==> config.mk <==
export PLATFORM = sky130hd
export DESIGN_NAME = pipe_pattern_check
export DESIGN_NICKNAME = d
export VERILOG_FILES = /design/src/rtl/pipe_check_pkg.sv /design/src/rtl/pipe_throttle.sv /design/src/rtl/pipe_pattern_check.sv
export SDC_FILE = /design/constraint.sdc
export NUM_CORES = 1
export LEC_CHECK = 0
export BUFFER_PORTS_ARGS = -buffer_cell sky130_fd_sc_hd__buf_2
export CAP_MARGIN = 30
export CORE_AREA = 2 2 128 130
export DETAILED_ROUTE_END_ITERATION = 16
export DIE_AREA = 0 0 130 132
export GPL_TIMING_DRIVEN = 0
export PLACE_DENSITY = 0.78
export SYNTH_ARGS = -nofsm -noshare
export SYNTH_HDL_FRONTEND = slang
export SYNTH_SLANG_ARGS = --single-unit
==> constraint.sdc <==
create_clock -name clk -period 16.7 [get_ports clk]
set_input_delay 1.67 -clock clk [delete_from_list [all_inputs] [get_ports clk]]
set_output_delay 1.67 -clock clk [all_outputs]
set_load 0.01 [all_outputs]
==> src/rtl/pipe_check_pkg.sv <==
// -----------------------------------------------------------------------------
// pipe_check_pkg
//
// Shared definitions for the PipeIn pattern checker and the planned PipeOut
// pattern generator: pattern-mode encoding, LFSR taps, the LFSR step function
// and the expected-word function.
//
// expected_word() always returns a 64-bit value with every bit above the
// requested width forced to zero. Callers compare it against their data
// zero-extended to 64 bits, so one function serves every legal word width.
// -----------------------------------------------------------------------------
package pipe_check_pkg;

    typedef enum logic [1:0] {
        MODE_LFSR  = 2'b00,
        MODE_COUNT = 2'b01,
        MODE_WALK  = 2'b10,
        MODE_RSVD  = 2'b11   // decodes as count
    } mode_e;

    // x^32 + x^22 + x^2 + x + 1
    localparam int LFSR_TAP_A = 31;
    localparam int LFSR_TAP_B = 21;
    localparam int LFSR_TAP_C = 1;
    localparam int LFSR_TAP_D = 0;

    function automatic logic [31:0] lfsr_step(input logic [31:0] s);
        return {s[30:0], s[LFSR_TAP_A] ^ s[LFSR_TAP_B] ^ s[LFSR_TAP_C] ^ s[LFSR_TAP_D]};
    endfunction

    // width must be 16, 32 or 64.
    function automatic logic [63:0] expected_word(input mode_e       mode,
                                                  input logic [31:0] lfsr,
                                                  input logic [31:0] count,
                                                  input int          width);
        logic [63:0] w;
        logic [5:0]  sh;
        w  = '0;
        sh = '0;
        case (mode)
            MODE_LFSR: begin
                // 64-bit words pad the upper half with the inverted state so
                // both halves toggle.
                if (width == 64) w = {~lfsr, lfsr};
                else             w = {32'd0, lfsr};
            end
            MODE_WALK: begin
                // width is a power of two, so the modulo is a mask.
                sh = count[5:0] & 6'(width - 1);
                w  = 64'd1 << sh;
            end
            default: begin
                w = {32'd0, count};
            end
        endcase
        if (width == 16)      w = w & 64'h0000_0000_0000_FFFF;
        else if (width == 32) w = w & 64'h0000_0000_FFFF_FFFF;
        return w;
    endfunction

endpackage

==> src/rtl/pipe_throttle.sv <==
// -----------------------------------------------------------------------------
// pipe_throttle
//
// Rotating throttle register for block-throttled pipe endpoints. The MSB is
// the ready indication; the register rotates left by one every cycle, or
// loads a new pattern when set is high.
//
// Ports:
//   clk      in   clock
//   reset_n  in   asynchronous active-low reset (register becomes all ones)
//   set      in   load val instead of rotating
//   val      in   W-bit throttle pattern
//   ready    out  throttle register MSB
// -----------------------------------------------------------------------------
module pipe_throttle #(
    parameter int W = 32
) (
    input  logic         clk,
    input  logic         reset_n,
    input  logic         set,
    input  logic [W-1:0] val,
    output logic         ready
);

    logic [W-1:0] throttle;

    always_ff @(posedge clk or negedge reset_n) begin
        if (!reset_n) begin
            throttle <= '1;
        end else if (set) begin
            throttle <= val;
        end else begin
            throttle <= {throttle[W-2:0], throttle[W-1]};
        end
    end

    assign ready = throttle[W-1];

endmodule

==> src/rtl/pipe_pattern_check.sv <==
// -----------------------------------------------------------------------------
// pipe_pattern_check
//
// Receive-side pattern checker for a block-throttled PipeIn endpoint. Each
// written word is compared with a locally generated pattern (32-bit LFSR,
// incrementing count or walking one). Reports a saturating error count, a
// wrapping word count and a capture of the first mismatch.
//
// Handshake: pipe_in_ready advertises the throttle pattern to the host, but
// every cycle with pipe_in_write high is a write whatever pipe_in_ready shows;
// there is no back-pressure on the write strobe itself.
//
// Ports:
//   clk                 in   host-interface clock
//   reset_n             in   asynchronous active-low reset (release synchronised here)
//   clear               in   synchronous restart of pattern, counters and capture
//   mode                in   00 LFSR, 01 count, 10 walking one, 11 count
//   throttle_set        in   load throttle_val into the throttle register
//   throttle_val        in   throttle pattern
//   pipe_in_write       in   word valid this cycle
//   pipe_in_data        in   received word
//   pipe_in_ready       out  throttle MSB
//   error_count         out  mismatches, saturating
//   word_count          out  accepted words, wrapping
//   first_err_valid     out  capture holds a mismatch
//   first_err_index     out  word_count of the first mismatch
//   first_err_expected  out  expected word at the first mismatch
//   first_err_received  out  received word at the first mismatch
// -----------------------------------------------------------------------------
module pipe_pattern_check
    import pipe_check_pkg::*;
#(
    parameter int          WIDTH      = 16,
    parameter int          ERR_W      = 16,
    parameter int          THROTTLE_W = 32,
    parameter logic [31:0] SEED       = 32'h0000_0001
) (
    input  logic                  clk,
    input  logic                  reset_n,
    input  logic                  clear,
    input  logic [1:0]            mode,
    input  logic                  throttle_set,
    input  logic [THROTTLE_W-1:0] throttle_val,
    input  logic                  pipe_in_write,
    input  logic [WIDTH-1:0]      pipe_in_data,
    output logic                  pipe_in_ready,
    output logic [ERR_W-1:0]      error_count,
    output logic [31:0]           word_count,
    output logic                  first_err_valid,
    output logic [31:0]           first_err_index,
    output logic [WIDTH-1:0]      first_err_expected,
    output logic [WIDTH-1:0]      first_err_received
);

    if (SEED == 32'd0) begin : g_bad_seed
        $error("pipe_pattern_check: SEED must be nonzero");
    end
    if (WIDTH != 16 && WIDTH != 32 && WIDTH != 64) begin : g_bad_width
        $error("pipe_pattern_check: WIDTH must be 16, 32 or 64");
    end

    localparam logic [ERR_W-1:0] ERR_MAX = '1;

    // Reset: assertion is immediate, release is re-timed to clk.
    logic [1:0] rst_sync;
    logic       rst_n_int;

    always_ff @(posedge clk or negedge reset_n) begin
        if (!reset_n) rst_sync <= 2'b00;
        else          rst_sync <= {rst_sync[0], 1'b1};
    end

    assign rst_n_int = rst_sync[1];

    pipe_throttle #(
        .W(THROTTLE_W)
    ) u_throttle (
        .clk     (clk),
        .reset_n (rst_n_int),
        .set     (throttle_set),
        .val     (throttle_val),
        .ready   (pipe_in_ready)
    );

    logic [31:0] lfsr;
    logic [63:0] exp_full;
    logic [63:0] data_ext;
    logic        mismatch;

    always_comb begin
        exp_full = expected_word(mode_e'(mode), lfsr, word_count, WIDTH);
        data_ext = 64'(pipe_in_data);
        mismatch = (exp_full != data_ext);
    end

    always_ff @(posedge clk or negedge rst_n_int) begin
        if (!rst_n_int) begin
            lfsr               <= SEED;
            word_count         <= '0;
            error_count        <= '0;
            first_err_valid    <= 1'b0;
            first_err_index    <= '0;
            first_err_expected <= '0;
            first_err_received <= '0;
        end else if (clear) begin
            // A write coinciding with clear is dropped.
            lfsr               <= SEED;
            word_count         <= '0;
            error_count        <= '0;
            first_err_valid    <= 1'b0;
            first_err_index    <= '0;
            first_err_expected <= '0;
            first_err_received <= '0;
        end else if (pipe_in_write) begin
            // Pattern state advances in every mode so a mode switch mid-stream
            // stays in step with the sender.
            lfsr       <= lfsr_step(lfsr);
            word_count <= word_count + 32'd1;
            if (mismatch) begin
                if (error_count != ERR_MAX) begin
                    error_count <= error_count + 1'b1;
                end
                if (!first_err_valid) begin
                    first_err_valid    <= 1'b1;
                    first_err_index    <= word_count;
                    first_err_expected <= exp_full[WIDTH-1:0];
                    first_err_received <= pipe_in_data;
                end
            end
        end
    end

endmodule

# Word level (Yosys, flattened, before mapping)
# Index checks and enable logic that the tools add are counted.
[totals]
ram_bits = 0
regBits = 179
out_inout_bits = 114
rom_bits = 0
memories = 0
latch_bits = 0
[op_classes]
add_sub_neg = 2
multipliers = 0
div_mod_pow = 0
magnitude_cmp = 0
n_mux = 25
n_bitwise = 3
n_reduce_logical = 7
shifts = 1
eq_ne = 4
[ops]
columns = ["operator", "n"]
rows = [
  ["two-way mux 32 bit", 9],
  ["two-way mux 16 bit", 12],
  ["adder 32 x 1 -> 32 bit (second input constant)", 1],
  ["case mux 16 bit (2 select lines)", 1],
  ["adder 16 x 1 -> 16 bit (second input constant)", 1],
  ["!= test 16 bit", 1],
  ["!= test 16 bit (second input constant)", 1],
  ["<< shifter 1 x 4 -> 16 bit (first input constant)", 1],
  ["AND reduction 3 bit", 2],
  ["nonzero test 2 bit", 3],
  ["two-way mux 1 bit", 3],
  ["XOR 1 bit", 3],
  ["equality test 2 bit (second input constant)", 1],
  ["zero test 2 bit", 1],
  ["!= test 2 bit (second input constant)", 1],
  ["AND reduction 2 bit", 1],
]

# Logic depth before layout (Yosys ltp)
[depth]
ltp_word = 6
ltp_mapped = 12
depth_no_buf = 9

# Hierarchy
# Synthesis repeated with hierarchy kept, for this count alone.
[hier_totals]
hier_cells = 769
area_unflattened_um2 = 8702.1
[by_module_without_submodules]
columns = ["module", "cells_per_inst", "area_per_inst_um2", "n_inst"]
rows = [
  ["pipe_pattern_check", 701, 7317.0, 1],
  ["pipe_throttle", 68, 1385.1, 1],
]

# Worst setup path before layout
# Ideal clock, no wire load.
[synth_timing]
path_kind = "input to register"
startpoint = "input port pipe_in_data[4]"
endpoint = "register first_err_index[22]"
setup_slack_ns = 13.138
path_buffers = 2
t_arrival_ns = 3.441
stages = 9
required_time_ns = 16.579
path_cell_list = "inv_2 -> o22ai_1 -> or4_1 -> a221oi_2 -> and4_1 -> buf_2 -> a21boi_2 -> buf_2 -> a22o_1"
[synth_between]
elab_chain_cells = 3
[synth_lines]
columns = ["element", "line_no", "text"]
rows = [
  ["start, declared", "pipe_pattern_check.sv:45", "input logic [WIDTH-1:0] pipe_in_data,"],
  ["!= test 16 bit", "pipe_pattern_check.sv:93", "mismatch = (exp_full != data_ext);"],
  ["nonzero test 2 bit (no line)", "-", ""],
  ["AND reduction 3 bit (no line)", "-", ""],
  ["end signal, assigned", "pipe_pattern_check.sv:125", "first_err_index <= word_count;"],
  ["end, declared", "pipe_pattern_check.sv:50", "output logic [31:0] first_err_index,"],
]
# No other way between the ends.
# A chain may end at the register's enable or synchronous reset.

# Final worst setup path
[layout_timing]
startpoint = "input port mode[1]"
endpoint = "register first_err_received[11]"
[layout_between]
elab_chain_cells = 5
[layout_lines]
columns = ["element", "line_no", "text"]
rows = [
  ["start, declared", "pipe_pattern_check.sv:41", "input logic [1:0] mode,"],
  ["equality test 2 bit or zero test 2 bit (tied branches)", "-", ""],
  ["case mux 16 bit (2 select lines) (*)", "pipe_check_pkg.sv:40", "case (mode)"],
  ["!= test 16 bit (*)", "pipe_pattern_check.sv:93", ""],
  ["nonzero test 2 bit (no line) (*)", "-", ""],
  ["AND reduction 3 bit (no line) (*)", "-", ""],
  ["end signal, assigned", "pipe_pattern_check.sv:127", "first_err_received <= pipe_in_data;"],
  ["end, declared", "pipe_pattern_check.sv:52", "output logic [WIDTH-1:0] first_err_received"],
]
# Mark *: on every way between the ends. The rest lies on a longest branch, timed or not.

==> flow_summary.ini <==
[clock_network]
cts_tree = yes
hold_buffers = 0
clockBufferDepth = 2
cts_resized = 0
clk_latency_ns = 0.43
clock_sinks = 179
cts.reportedPaths.clkPinSlew_ns = 0.07
post_cts_buffers = 0
cts-root-buf = clkbuf_16
htree_levels = 4
cts_buffers = 17

[yosys]
netlist_top_cells_count = dfrtp_1, nor2_1, a22o_1, mux2i_1, dfstp_2
yosys.area.top_type_share_pct = 43.0
yosysTopAreaCell = dfrtp_1
async_flop_share_pct = 100
syn_area_um2 = 8490
postSynthCellCount = 758
synth_nets = 820
yosys_warnings = 0
syn_avg_cell_area_um2 = 11.2
synth_edf_count = 0
ys_ff_latch = 179
seq_area_frac_synth_pct = 53.3
yosys-top-cells-area = dfrtp_1, dfstp_2, a22o_1
yosysMostFrequentCell = dfrtp_1
synth-main-ff-cell = dfrtp_1
synth_cell_types = 69

[finish]
drive_gt1_share_pct = 31.5
area_growth_syn_to_layout_pct = 20.7
multi_input_comb_area_um2 = 3630
num-fill-cells = 1266
seq_area_um2 = 4520
diodes = 0
layout.nets = 1008
fin_area_um2 = 10200

[power_and_ir_drop]
leakagePower_nw = 5.08
intPower_w = 0.000709
p_sw_share_pct = 25.6
p_seq_share_pct = 48.6
p_sw_w = 0.000244
power_frac_comb_pct = 9.4
peakVddDrop_mv = 0.0707
p_per_area_nw_per_um2 = 93.0
clkPwrFrac_pct = 41.9

[timing]
finalCriticalPeriod_ns = 3.96
finClkSkew_ns = 0.00803
tightest_slew_ns = 0.884
finalSetupTns_ns = 0
max_freq_mhz = 253
drv_slew = 0
whs_ns = 0.356
setup-violations-final = 0
slew_headroom_pct = 40.3
hold_viol_final = 0
period_share_pct = 23.7
rsz0062_at_grt = no
setup_slack_ns = 12.74

[detailed_routing]
ant_nets = 0
routed_via_density = 5.83
drcViolationCount = 0
drt_iter0_markers = 704
vias = 6848
drt_wl_total_mm = 23.1
wl_per_cell_um = 19.6
firstDrtPassIters = 5

[floorplanning]
start_util_pct = 54.0
dieArea_um2 = 17200
num_rows = 46
die_h_um = 132
die_w_um = 130
ios = 169
coreArea_um2 = 15700

[grt]
grt_pass1_vias = 6625
antenna_found_initial = 0
gr-total-overflow = 0
grt_usage_pct = 27.5
grt_pass1_wl_mm = 36.6
grt_max_degree = 67

[place]
place_congestion = 0.963
place_area_um2 = 9650
preCtsSetupSlack_ns = 12.35
io_buffers = 167
dp_hpwl_mm = 16.6

[setup_path]
critPathLaunchType = input pin
path_max_fanout = 10
end_kind = flip-flop
crit_type = input pin to flip-flop
required_ns = 17.02
cp_data_arrival_time_ns = 4.28
r2r_slack_ns = 13.17

[run]
maxCapViolCount = 0

[outcome]
status = complete, no violations

[min_path]
min_path_type = flip-flop to flip-flop
[metal layers]
| layer | share of wire (%) | vias to the layer above | GRT usage, % |
|---|---|---|---|
| met3 | 7.7 | 24 | 5.52 |
| li1 | - | 3139 | - |
| met2 | 46 | 308 | 41.6 |
| met4 | 1.2 | 0 | 7.05 |
| met1 | 45 | 3377 | 40.7 |
| met5 | 0 | - | 0 |
[area by class of cell]
type | count | share of cell area (%)
buffer | 47 | 2.39
clock buffer | 19 | 4.43
clock inverter | 13 | 1.32
inverter | 23 | 0.843
multi-input combinational | 509 | 35.5
sequential | 179 | 44.2
tap | 216 | 2.64
timing repair buffer | 169 | 8.70
[path summary, 6_finish.rpt]
path	startpoint	endpoint	cells past startpoint
max in group asynchronous	rst_sync[1]$_DFF_PN0_	lfsr[0]$_DFFE_PN1P_	1
min reg2reg	rst_sync[0]$_DFF_PN0_	rst_sync[1]$_DFF_PN0_	0
min	rst_sync[0]$_DFF_PN0_	rst_sync[1]$_DFF_PN0_	0
max	mode[1]	first_err_received[11]$_DFFE_PN0P_	12
max reg2reg	word_count[0]$_DFFE_PN0P_	first_err_received[11]$_DFFE_PN0P_	10
min in group asynchronous	rst_sync[1]$_DFF_PN0_	word_count[16]$_DFFE_PN0P_	0
[power groups by stage]
stage          Sequential (W)  Clock, W  Combinational [W]
2_1_floorplan        0.000475         0          0.0000484
3_3_place_gp         0.000476         0          0.0000812
3_5_place_dp         0.000471         0          0.0000892
4_1_cts              0.000463  0.000405          0.0000897
5_1_grt              0.000465  0.000425          0.0000977
6_report             0.000463  0.000399          0.0000900
[sequential cells by signal, indices dropped and copies added, names as in the netlist]
register	count
first_err_index	32
first_err_expected	16
u_throttle.throttle	32
first_err_valid	1
rst_sync	2
word_count	32
error_count	16
lfsr	32
first_err_received	16
[logic make-up after synthesis]
family	after synthesis	synth area share [%]
simple gates	246	15.4
flops	179	53.3
compound gates	152	14.3
buf+inv	70	3.91
mux	67	8.37
xor+xnor	36	3.72
fa+ha+maj	7	1.03
other cells	1	0.0442
[critical path, stage by stage]
cell and delay (ns):
buf_2 0.11, buf_2 0.23, buf_2 0.27, nor2b_1 0.08
o31ai_1 0.44, o22ai_1 0.14, nor2_1 0.20, and4_1 0.20
buf_2 0.23, a21boi_2 0.18, buf_2 0.26, a22o_1 0.27
[per-stage QoR]
| stage | total power (W) | std cells | utilization (%) |
|---|---|---|---|
| 2_1_floorplan | 0.000524 | 758 | - |
| 3_3_place_gp | 0.000557 | 1141 | 61.1 |
| 3_5_place_dp | 0.000561 | 1143 | 61.4 |
| 4_1_cts | 0.000958 | 1175 | 65.2 |
| 5_1_grt | 0.000988 | 1175 | 65.2 |
| 6_report | 0.000953 | 1175 | 65.2 |
[placed cells by master, fill, tap and decap left out, types with 17 or more instances in the layout]
master,count
nand2_1,27
dfstp_2,33
inv_1,18
and3_1,17
xor2_1,23
a22o_1,50
mux2_2,32
clkbuf_16,18
mux2i_1,35
nor2_1,81
buf_2,186
nand3_1,30
dfrtp_1,145
nor2b_1,20
Power figures use the tool's default switching activity.
